===== src/rtl/pipeline_hazard_ctrl.sv =====
// Hazard/sequencing controller: stall/flush steering, exec-stage forwarding, memory-stall watchdog, ECALL halt.
// Optional HAZARD_PERF_CNT_EN adds stall/flush cycle counters.
module pipeline_hazard_ctrl #(
  parameter int REG_ADDR_W = 5,
  parameter int TIMEOUT_W  = 8
) (
  input  logic                  i_clk,
  input  logic                  i_arst,
  input  logic [REG_ADDR_W-1:0] i_rs1_addr_dec,
  input  logic [REG_ADDR_W-1:0] i_rs2_addr_dec,
  input  logic [REG_ADDR_W-1:0] i_rs1_addr_exec,
  input  logic [REG_ADDR_W-1:0] i_rs2_addr_exec,
  input  logic [REG_ADDR_W-1:0] i_rd_addr_exec,
  input  logic                  i_load_instr_exec,
  input  logic [REG_ADDR_W-1:0] i_rd_addr_mem,
  input  logic                  i_reg_we_mem,
  input  logic [REG_ADDR_W-1:0] i_rd_addr_wb,
  input  logic                  i_reg_we_wb,
  input  logic                  i_mispredict_exec,
  input  logic                  i_ecall_exec,
  input  logic                  i_icache_stall,
  input  logic                  i_dcache_stall,
  output logic                  o_stall_fetch,
  output logic                  o_stall_dec,
  output logic                  o_stall_exec,
  output logic                  o_stall_mem,
  output logic                  o_flush_dec,
  output logic                  o_flush_exec,
  output logic [1:0]            o_forward_rs1,
  output logic [1:0]            o_forward_rs2,
  output logic                  o_halt,
`ifdef HAZARD_PERF_CNT_EN
  output logic [31:0]           o_stall_cnt,
  output logic [31:0]           o_flush_cnt,
`endif
  output logic                  o_timeout
);

  typedef enum logic [1:0] {RUN, MEM_WAIT, HALT} state_t;

  localparam logic [TIMEOUT_W-1:0] WD_MAX = '1;

  state_t                state, state_nxt;
  logic [TIMEOUT_W-1:0]  wd_cnt;
  logic                  memstall, load_use;

  function automatic logic [1:0] fwd_sel(input logic [REG_ADDR_W-1:0] rs);
    if (i_reg_we_mem && (i_rd_addr_mem != '0) && (i_rd_addr_mem == rs))
      return 2'b10;
    else if (i_reg_we_wb && (i_rd_addr_wb != '0) && (i_rd_addr_wb == rs))
      return 2'b01;
    else
      return 2'b00;
  endfunction

  assign o_forward_rs1 = fwd_sel(i_rs1_addr_exec);
  assign o_forward_rs2 = fwd_sel(i_rs2_addr_exec);

  assign memstall = i_icache_stall | i_dcache_stall;
  assign load_use = i_load_instr_exec && (i_rd_addr_exec != '0) &&
                    ((i_rd_addr_exec == i_rs1_addr_dec) || (i_rd_addr_exec == i_rs2_addr_dec));

  // Outputs are gated by reset so an in-flight miss cannot leak stalls while reset is held.
  always_comb begin
    state_nxt     = state;
    o_stall_fetch = 1'b0;
    o_stall_dec   = 1'b0;
    o_stall_exec  = 1'b0;
    o_stall_mem   = 1'b0;
    o_flush_dec   = 1'b0;
    o_flush_exec  = 1'b0;
    o_halt        = 1'b0;
    if (!i_arst) begin
      case (state)
        HALT: begin
          o_stall_fetch = 1'b1;
          o_stall_dec   = 1'b1;
          o_stall_exec  = 1'b1;
          o_stall_mem   = 1'b1;
          o_halt        = 1'b1;
        end
        default: begin
          // MEM_WAIT with memstall released behaves exactly like RUN.
          state_nxt = RUN;
          if (memstall) begin
            o_stall_fetch = 1'b1;
            o_stall_dec   = 1'b1;
            o_stall_exec  = 1'b1;
            o_stall_mem   = 1'b1;
            state_nxt     = MEM_WAIT;
          end else if (i_mispredict_exec) begin
            o_flush_dec  = 1'b1;
            o_flush_exec = 1'b1;
          end else if (i_ecall_exec) begin
            o_stall_fetch = 1'b1;
            o_flush_dec   = 1'b1;
            o_flush_exec  = 1'b1;
            state_nxt     = HALT;
          end else if (load_use) begin
            o_stall_fetch = 1'b1;
            o_stall_dec   = 1'b1;
            o_flush_exec  = 1'b1;
          end
        end
      endcase
    end
  end

  always_ff @(posedge i_clk or posedge i_arst) begin
    if (i_arst) begin
      state     <= RUN;
      wd_cnt    <= '0;
      o_timeout <= 1'b0;
    end else begin
      state <= state_nxt;
      if (state == MEM_WAIT) begin
        if (memstall) begin
          if (wd_cnt != WD_MAX) wd_cnt <= wd_cnt + 1'b1;
          if (wd_cnt >= WD_MAX - 1'b1) o_timeout <= 1'b1;
        end else begin
          wd_cnt <= '0;
        end
      end
    end
  end

`ifdef HAZARD_PERF_CNT_EN
  logic stall_any;
  assign stall_any = o_stall_fetch | o_stall_dec | o_stall_exec | o_stall_mem;

  always_ff @(posedge i_clk or posedge i_arst) begin
    if (i_arst) begin
      o_stall_cnt <= '0;
      o_flush_cnt <= '0;
    end else if (state != HALT) begin
      if (stall_any)    o_stall_cnt <= o_stall_cnt + 32'd1;
      if (o_flush_exec) o_flush_cnt <= o_flush_cnt + 32'd1;
    end
  end
`endif

endmodule


===== config.mk =====
export PLATFORM = sky130hd
export DESIGN_NAME = pipeline_hazard_ctrl
export DESIGN_NICKNAME = d
export VERILOG_FILES = /design/src/rtl/pipeline_hazard_ctrl.sv
export SDC_FILE = /design/constraint.sdc
export NUM_CORES = 1
export LEC_CHECK = 0
export BUFFER_PORTS_ARGS = -buffer_cell sky130_fd_sc_hd__buf_4
export CAP_MARGIN = 15
export CORE_ASPECT_RATIO = 1.5
export CORE_MARGIN = 2
export CORE_UTILIZATION = 41
export CTS_BUF_LIST = sky130_fd_sc_hd__clkbuf_4 sky130_fd_sc_hd__clkbuf_8
export CTS_CLUSTER_DIAMETER = 80
export DETAILED_ROUTE_END_ITERATION = 6
export PLACE_DENSITY = 0.84
export SYNTH_ARGS = -nofsm -noshare
export SYNTH_HDL_FRONTEND = slang
export SYNTH_SLANG_ARGS = --single-unit

===== constraint.sdc =====
create_clock -name i_clk -period 2.1 [get_ports i_clk]
set_input_delay 0.525 -clock i_clk [delete_from_list [all_inputs] [get_ports i_clk]]
set_output_delay 0.525 -clock i_clk [all_outputs]
set_load 0.03 [all_outputs]

==> flow_summary.yaml, run 1 <==
power_and_ir_drop:
  vdd.ir_drop.worst_mv: 0.2766
  p_clk_share_pct: 19.2
  p_seq_share_pct: 34.6
  p_leak_nw: 0.8917
  switching_share_pct: 36.75
  cell_internal_pwr_w: 0.0005406
  comb_power_share_pct: 46.2
  net-switching-power_w: 0.0003142
  final_total_pwr_w: 0.0008548
  power.density_cell_area_nw_per_um2: 426.4
route:
  antenna_violating_nets_post_route: 0
  vias_per_cell: 5.591
  drt-initial-drc-count: 28
  pre_antenna_drt_iters: 4
  wl_um: 3932
  drt_drc_violations_left: 0
  routed_wire_length_per_instance_um: 16.95
  vias: 1297
floorplan:
  die_x_um: 45.66
  fp.dieArea_um2: 3036
  die_height_um: 66.49
  initial_utilization_pct: 43.56
  core_area_um2: 2450
  boundaryPins: 56
  rows: 22
worst_setup_path:
  cp_cell_sequence: "buf_6 > or4_4 > o21ai_2 > or4_4 > nor4_4 > buf_6"
  worst-setup-path-type: "input port to primary output"
  cp_slowest_stage_delay_ns: 0.56
  worstReg2RegStart: "wd_cnt[0]"
  crit_path_max_fanout: 3
  arrival_time_worst_endpoint_ns: 1.81
  slowest_stage: "sky130_fd_sc_hd__or4_4"
  startpoint_type: "input port"
  rr_worst_depth: 6
  critical_path_required_ns: 1.57
  r2r_slack_ns: 0.34
  worstReg2RegEnd: "wd_cnt[3]"
  cp-end-kind: "primary output"
yosys:
  yosys.cell_types.count: 36
  ys_warn_count: 0
  synth-seq-area-share_pct: 25.79
  synth_nets: 171
  synth_top_flop_cell: "sky130_fd_sc_hd__dfrtp_1"
  synth_area_um2: 1067
  ys_ff_latch: 11
  syn_area_per_cell_um2: 8.538
  synthCells: 125
  postSynth.asyncResetShare_pct: 100.0
  number_of_synthesized_flops_with_an_enable_pin: 0
finish:
  syn_to_final_growth_pct: 87.81
  final_cells: 232
  fillers: 146
  antennaDiodeCount: 0
  most-common-layout-cells: "sky130_fd_sc_hd__buf_4 (60), sky130_fd_sc_hd__xor2_1 (23), sky130_fd_sc_hd__buf_6 (22)"
  final_common_cell: "sky130_fd_sc_hd__buf_4"
  final_layout_size_suffix_gt1_share_pct: 58.65
  nNetsFinal: 255
  post_route_cell_area_um2: 2004
place:
  placed_area_um2: 1723
  port_buffer_count: 55
  detailed_place_hpwl_um: 2776
  globalplace.congestion: 0.7934
  post-place-cells: 224
clock_tree:
  path_clk_slew_ns: 0.07
  cts_inserted_buffers: 3
  post_cts_hold_buffer_count: 0
  root_buffer: "sky130_fd_sc_hd__clkbuf_4"
  clkLatencyLatePin_ns: 0.28
  cts_tree: "built"
  cts-htree-levels: 1
  clk_path_buf_depth: 2
  clk_sink_count: 11
sta:
  timing_worst_slew_pin_value_ns: 0.3324
  slew_headroom_pct: 77.67
  timing.setup.tns_ns: -1.044
  grt_setup_unrepaired: "true"
  timing.final.ws_setup_ns: -0.2311
  final-setup-viol-count: 7
  fin_crit_period_ns: 2.331
  hold_violations: 0
  finalCritPeriodShare_pct: 111.0
  finClkSkew_ns: 0.005817
  finalMaxSlewViolations: 0
  max_freq_mhz: 429.0
global_route:
  grt_first_pass_wirelength_um: 5920
  via_count_of_the_first_global_routing_pass: 1378
  antenna_found_initial: 0
  grt_remaining_overflow: 0
  grt_util_all_layers_pct: 27.28
  grt_max_degree: 14
job:
  number_of_max_cap_violations: 0
run_status:
  failed_checks: "negative setup slack"
  run_status: "finished, violations left"
min_path:
  min_path_type: "input port to async pin"
==> layer usage <==
layer	part of all wire, %	GRT usage, %	vias to the layer above
li1	-	-	618
met1	32	24.07	616
met2	61	55.99	56
met3	5.7	5.149	7
met4	1.7	8.824	0
met5	0	0	-
==> cells in the mapped netlist (3+ instances only) <==
master                     n  area, um^2
sky130_fd_sc_hd__xor2_1   25       219.0
sky130_fd_sc_hd__dfrtp_1  11       275.3
sky130_fd_sc_hd__nand3_1   5       25.02
sky130_fd_sc_hd__nor3_1    3       15.01
sky130_fd_sc_hd__or2_2     3       18.77
sky130_fd_sc_hd__nand2_1   4       15.01
sky130_fd_sc_hd__nor2_1   10       37.54
sky130_fd_sc_hd__xnor2_1   6       52.55
sky130_fd_sc_hd__a21oi_1   6       30.03
sky130_fd_sc_hd__o31ai_1   6       45.04
sky130_fd_sc_hd__o21ai_0   6       30.03
sky130_fd_sc_hd__or4_1     6       45.04
sky130_fd_sc_hd__inv_1     4       15.01
==> metrics by stage <==
step / hold WS, ns / setup slack [ns] / util [%]
floorplan: 0.3333 / -0.1564 / -
global placement: 0.4776 / -0.2361 / 70.33
detailed placement: 0.4734 / -0.2826 / 70.33
CTS: 0.4129 / -0.2106 / 79.06
global route: 0.4167 / -0.2504 / 81.82
finish: 0.4051 / -0.2311 / 81.82
==> how the worst max path moves through the flow <==
stage	depth (start not counted)	slack, ns	to	startpoint
after detailed placement	6	-0.28	o_stall_dec	i_rd_addr_exec[1]
final	6	-0.23	o_forward_rs2[0]	i_rd_addr_wb[4]
after CTS	5	-0.21	o_forward_rs2[0]	i_rd_addr_wb[2]
after floorplan	4	-0.16	o_forward_rs1[0]	i_rd_addr_mem[1]
after global placement	6	-0.24	o_flush_exec	i_rd_addr_exec[1]
after global routing	6	-0.25	o_forward_rs2[0]	i_rd_addr_wb[1]
==> layout make-up <==
type	instances	area, um^2	share of cell area [%]
inverter	4	18.77	0.9363
timing repair buffer	82	698.2	34.83
sequential	11	275.3	13.73
clock buffer	4	30.03	1.498
tap	24	30.03	1.498
multi-input combinational	107	952.2	47.50
==> kinds of logic after synthesis <==
kind of cell	Yosys count	synth area share [%]
DFF	11	25.79
buffers and inverters	7	3.281
adders and majority gates	2	2.344
and+or+nand+nor	47	26.61
AOI/OAI and AO/OA	27	16.53
xor gates and xnor gates	31	25.44
==> what timing repair did <==
action	4_1_cts	5_1_grt
setup buffers	3	2
endpoints found under the setup margin	7	7
gates cloned	0	0
pin swaps	17	11
resized for setup	35	10
==> power by group through the flow <==
stage	Combinational [W]	Sequential [W]	Clock [W]
6_report	0.000395	0.000296	0.000164
5_1_grt	0.000425	0.000300	0.000179
4_1_cts	0.000371	0.000293	0.000157
3_5_place_dp	0.000329	0.000297	0
3_3_place_gp	0.000318	0.000295	0
2_1_floorplan	0.000173	0.000286	0
==> state kept, by name, summed over array words and instances, names as in the netlist <==
signal,count
wd_cnt,8
state,2
o_timeout,1
==> worst max-delay path: cells and delay by family <==
family	cells	cell delay, ns
buffers and inverters	2	0.25
AND/OR/NAND/NOR	3	0.96
AO/OA/AOI/OAI	1	0.06
(Power assumes the default switching activity.)
==> run 2: changes to the inputs <==
Settings changed: CORE_ASPECT_RATIO 1.5 to 1.75, TNS_END_PERCENT from default to 5.
==> run 2 against run 1 <==
The flow still finishes with violations (negative setup slack); critical endpoint is now o_forward_rs1[0]; global-route usage shrank 3.2 points; clock skew is 0.00055 ns lower; flip-flop and latch count did not move; highest routed layer unchanged; via count shrank 3.6%; non-clock buffer count shrank 7; largest power group unchanged; utilization down 10 points; worst setup slack worse by 0.019 ns; sequential power about the same; sequential share of layout area grew 1.7 points.
==> flow_summary.yaml, run 2 (synthesis results as in run 1) <==
run_status:
  run_status: "finished, violations left"
  failed_checks: "negative setup slack"
global_route:
  layer_with_the_highest_usage_after_global_routing: "met2"
  grt_first_pass_wirelength_um: 5609
  antenna_found_initial: 0
  groute.layer.met2.usage_pct: 48.21
  via_count_of_the_first_global_routing_pass: 1359
  grtUsageMet1_pct: 21.92
  grt_max_degree: 14
  grt_util_all_layers_pct: 24.09
  globalRouteMet3Util_pct: 2.519
  grt_remaining_overflow: 0
place:
  post-place-cells: 223
  pre_cts_ws_ns: -0.2446
  detailed_place_hpwl_um: 2782
  globalplace.congestion: 0.9648
  port_buffer_count: 55
power_and_ir_drop:
  p_leak_nw: 0.8162
  power.density_cell_area_nw_per_um2: 486.5
  vdd.ir_drop.worst_mv: 0.4533
sta:
  slew_headroom_pct: 73.94
  whs_ns: 0.4331
  timing.setup.tns_ns: -1.257
  fin_crit_period_ns: 2.350
  finalMaxSlewViolations: 0
  finClkSkew_ns: 0.005262
  final-setup-viol-count: 7
  timing.final.ws_setup_ns: -0.2501
  finalCritPeriodShare_pct: 111.9
  grt_setup_unrepaired: "true"
  hold_violations: 0
  max_freq_mhz: 425.5
  timing_worst_slew_pin_value_ns: 0.3877
finish:
  area_of_combinational_cells_with_multiple_inputs_um2: 835.8
  top_regs: "wd_cnt: 8 flops, state: 2 flops, o_timeout: 1 flops"
  final_layout_size_suffix_gt1_share_pct: 50.25
  antennaDiodeCount: 0
  final_cells: 227
  most-common-layout-cells: "sky130_fd_sc_hd__buf_4 (71), sky130_fd_sc_hd__xor2_1 (25), sky130_fd_sc_hd__dfrtp_1 (11)"
  fillers: 196
  layout.area.seq_um2: 275.3
  syn_to_final_growth_pct: 67.29
  largest_register_ff_count: 8
  final_common_cell: "sky130_fd_sc_hd__buf_4"
  regMostFlops: "wd_cnt"
  nNetsFinal: 248
route:
  pre_antenna_drt_iters: 4
  routed_wire_length_per_instance_um: 14.50
  drt_drc_violations_left: 0
  drt-initial-drc-count: 13
  vias_per_cell: 5.507
  vias: 1250
  wl_um: 3292
  antenna_violating_nets_post_route: 0
worst_setup_path:
  cp_cell_sequence: "buf_4 > xor2_1 > or4_4 > nor4_4 > buf_4"
  startpoint_type: "input port"
  worst-setup-path-type: "input port to primary output"
  cp_slowest_stage_delay_ns: 0.53
  arrival_time_worst_endpoint_ns: 1.83
  worst_path_most_repeated_cell: "sky130_fd_sc_hd__buf_4"
  cp-end-kind: "primary output"
  slowest_stage: "sky130_fd_sc_hd__or4_4"
  critical_path_required_ns: 1.57
  crit_path_max_fanout: 3
clock_tree:
  cts_inserted_buffers: 3
  clk_sink_count: 11
  clk_path_buf_depth: 2
  cts_tree: "built"
  root_buffer: "sky130_fd_sc_hd__clkbuf_8"
  post_cts_hold_buffer_count: 0
  clkLatencyLatePin_ns: 0.25
  cts-htree-levels: 1
  path_clk_slew_ns: 0.05
  postCtsSetupBuffers: 0
floorplan:
  boundaryPins: 56
  core_area_um2: 2492
  initial_utilization_pct: 42.82
  die_x_um: 42.57
  die_height_um: 71.49
  rows: 24
  fp.dieArea_um2: 3043
job:
  number_of_max_cap_violations: 0
min_path:
  min_path_type: "input port to async pin"
==> run 2: changes by cell type in the layout (fill, tap and decap cells not counted), moves of 3 or more <==
cell	before	now
sky130_fd_sc_hd__buf_4	60	71
sky130_fd_sc_hd__clkbuf_8	0	3
sky130_fd_sc_hd__clkbuf_4	4	1
sky130_fd_sc_hd__xnor2_1	3	6
sky130_fd_sc_hd__buf_6	22	4
==> run 2: stage by stage <==
step / utilization (%) / total power [W] / area (um^2)
global route: 71.64 / 0.0009254 / 1785
floorplan: - / 0.0004577 / 1116
global placement: 67.87 / 0.0006073 / 1692
finish: 71.64 / 0.0008686 / 1785
detailed placement: 67.87 / 0.0006253 / 1692
CTS: 70.38 / 0.0008639 / 1754
==> run 2: worst paths after layout <==
kind                                  from          endpoint  slack [ns]  cells after the start
min in group i_clk               o_timeout         o_timeout        0.47                      2
setup / recovery           i_rd_addr_wb[4]  o_forward_rs1[0]       -0.25                      5
hold / removal                      i_arst         o_timeout        0.43                      4
max in group asynchronous           i_arst         wd_cnt[3]        1.50                      4
hold reg to reg                  o_timeout         o_timeout        0.47                      2
setup reg to reg                 wd_cnt[0]         wd_cnt[3]        0.31                      6
==> run 2: routing by layer <==
layer  share of wire (%)  vias up
li1                    -      604
met1                  33      560
met5                   0        -
met2                  56       72
met3                 6.7       14
met4                 4.4        0
==> run 2: cell type report <==
type	instances	area share, %
clock buffer	4	2.733
inverter	4	0.8409
multi-input combinational	107	46.81
sequential	11	15.42
tap	26	1.822
timing repair buffer	75	32.38
==> run 2: what timing repair did <==
item / CTS / global route
gates resized for setup: 4 / 6
setup endpoints to repair: 7 / 7
cloned: 0 / 0
pin swaps: 4 / 2
endpoints found under the hold margin: 0 / 0
==> run 2: worst max-delay path: cells and delay by family <==
kind / cells / cell delay, ns
xor+xnor: 1 / 0.17
buf+inv: 2 / 0.33
simple gates: 2 / 0.81
==> run 2: report_power, final <==
part / total [W] / internal, W / leakage (nW) / switching (W)
logic: 0.000338 / 0.000176 / 0.650 / 0.000162
registers: 0.000296 / 0.000247 / 0.140 / 0.0000491
clock network: 0.000235 / 0.000147 / 0.0262 / 0.0000885
==> run 3: changes to the inputs <==
Settings changed: REMOVE_ABC_BUFFERS from default to 1.
==> run 3 against run 2 <==
The flow still finishes with violations (negative setup slack); routed wire length grew 15%; clock power is essentially flat; first-iteration DRC count grew to 2.9 times the previous value; clock-buffer cell count is the same; largest power group unchanged; via count grew 3.3%; worst setup slack lost 0.029 ns.
==> flow_summary.yaml, run 3 (synthesis results as in run 1) <==
sta:
  timing_worst_slew_pin_value_ns: 0.3722
  finalMaxSlewViolations: 0
  hold_violations: 0
  whs_ns: 0.4444
  timing.final.ws_setup_ns: -0.2792
  final-setup-viol-count: 7
  slew_headroom_pct: 75.00
  finClkSkew_ns: 0.003689
  finalCritPeriodShare_pct: 113.3
  fin_crit_period_ns: 2.379
  grt_setup_unrepaired: "true"
  max_freq_mhz: 420.3
worst_setup_path:
  cp_slowest_stage_delay_ns: 0.55
  worst-setup-path-type: "input port to primary output"
  startpoint_type: "input port"
  crit_path_max_fanout: 3
  worstReg2RegEnd: "wd_cnt[3]"
  cp_cell_sequence: "buf_4 > or4_1 > o21ai_2 > or4_1 > nor4_2 > buf_4"
  worst_path_dominant_cell_family: "simple AND/OR/NAND/NOR gates"
  arrival_time_worst_endpoint_ns: 1.85
  critical_path_required_ns: 1.57
  rr_worst_depth: 6
  cp-end-kind: "primary output"
  slowest_stage: "sky130_fd_sc_hd__or4_1"
  combined_buffer_and_inverter_count_along_the_critical_path: 2
  worstReg2RegStart: "wd_cnt[0]"
  r2r_slack_ns: 0.31
route:
  drt_drc_violations_left: 0
  drt-initial-drc-count: 38
  antenna_violating_nets_post_route: 0
  wl_um: 3786
  routed_wire_length_per_instance_um: 16.46
  vias: 1291
  vias_per_cell: 5.613
  pre_antenna_drt_iters: 4
global_route:
  grt_max_degree: 14
  antenna_found_initial: 0
  grt_remaining_overflow: 0
  grt_util_all_layers_pct: 24.50
  grt_first_pass_wirelength_um: 5802
  via_count_of_the_first_global_routing_pass: 1363
power_and_ir_drop:
  vdd.ir_drop.worst_mv: 0.2671
  p_leak_nw: 0.8473
  power.density_cell_area_nw_per_um2: 483.3
finish:
  largest_register_ff_count: 8
  final_cells: 230
  regMostFlops: "wd_cnt"
  final_common_cell: "sky130_fd_sc_hd__buf_4"
  final_layout_size_suffix_gt1_share_pct: 52.94
  top_regs: "wd_cnt: 8 flops, state: 2 flops, o_timeout: 1 flops"
  most-common-layout-cells: "sky130_fd_sc_hd__buf_4 (72), sky130_fd_sc_hd__xor2_1 (25), sky130_fd_sc_hd__dfrtp_1 (11)"
  antennaDiodeCount: 0
  fillers: 169
  nNetsFinal: 251
  syn_to_final_growth_pct: 73.27
clock_tree:
  root_buffer: "sky130_fd_sc_hd__clkbuf_8"
  cts_tree: "built"
  clk_sink_count: 11
  path_clk_slew_ns: 0.05
  clkLatencyLatePin_ns: 0.25
  clk_path_buf_depth: 2
  post_cts_hold_buffer_count: 0
  cts-htree-levels: 1
  cts_inserted_buffers: 3
min_path:
  min_path_type: "input port to async pin"
run_status:
  failed_checks: "negative setup slack"
  run_status: "finished, violations left"
floorplan:
  fp.dieArea_um2: 3043
  die_x_um: 42.57
  boundaryPins: 56
  core_area_um2: 2492
  die_height_um: 71.49
  initial_utilization_pct: 42.82
  rows: 24
place:
  detailed_place_hpwl_um: 2817
  globalplace.congestion: 0.8391
  post-place-cells: 226
  port_buffer_count: 55
job:
  number_of_max_cap_violations: 0
-- run 3: cell count changes in the layout (fill, tap and decap cells not counted), moves of 2 or more --
cell,change
sky130_fd_sc_hd__xnor2_1,-2
sky130_fd_sc_hd__xnor2_2,+2
sky130_fd_sc_hd__o21ai_1,-2
sky130_fd_sc_hd__buf_6,+2
-- run 3: worst max path at each step --
stage / startpoint / depth (start not counted) / end / slack (ns)
after floorplan: i_rd_addr_mem[4] / 4 / o_forward_rs1[0] / -0.58
after global placement: i_rd_addr_mem[1] / 6 / o_forward_rs1[0] / -0.29
after detailed placement: i_rd_addr_mem[1] / 6 / o_forward_rs2[0] / -0.34
after CTS: i_rd_addr_wb[1] / 6 / o_forward_rs2[0] / -0.28
after global routing: i_rd_addr_wb[2] / 6 / o_forward_rs2[0] / -0.33
final: i_rd_addr_wb[1] / 6 / o_forward_rs1[0] / -0.28
-- run 3: timing repair --
item                                    4_1_cts  5_1_grt
endpoints found under the setup margin        7        7
gates resized for setup                       7       19
pin swaps                                     3        4
buffers inserted                              0        0
-- run 3: routing by layer --
layer / global-route usage (%) / part of all wire (%) / wire length [um] / up-vias
met1: 25.24 / 37 / 1383 / 596
met5: 0 / 0 / 0 / -
met3: 6.297 / 7.3 / 278 / 19
met4: 11.81 / 4.8 / 182 / 0
li1: - / - / - / 606
met2: 44.62 / 51 / 1942 / 70
-- run 3: cell type report --
class	instances	area, um^2	area share (%)
clock buffer	4	48.80	2.639
tap	26	32.53	1.759
inverter	4	15.01	0.8119
multi-input combinational	107	869.6	47.02
sequential	11	275.3	14.89
timing repair buffer	78	608.1	32.88
-- run 3: stage by stage --
stage | worst slack, ns | instance area, um^2 | TNS [ns] | util [%] | power (W)
3_5_place_dp | -0.3398 | 1665 | -1.615 | 66.82 | 0.0006239
4_1_cts | -0.2817 | 1742 | -1.179 | 69.88 | 0.0008582
3_3_place_gp | -0.2858 | 1665 | -1.414 | 66.82 | 0.0005976
6_report | -0.2792 | 1849 | -1.177 | 74.20 | 0.0008938
5_1_grt | -0.3251 | 1849 | -1.473 | 74.20 | 0.0009425
2_1_floorplan | -0.5848 | 1047 | -3.050 | - | 0.0004402
-- run 3: worst min-delay path: stages --
cell and delay, ns:
sky130_fd_sc_hd__buf_4 0.11, sky130_fd_sc_hd__buf_4 0.14, sky130_fd_sc_hd__inv_1 0.07, sky130_fd_sc_hd__buf_4 0.20
-- run 3: report_power, final --
part	leakage, nW	switching (W)	internal [W]	total [W]
clock	0.0262	0.0000849	0.000147	0.000232
combinational	0.681	0.000179	0.000184	0.000363
sequential	0.140	0.0000528	0.000247	0.000299
total	0.847	0.000317	0.000577	0.000894
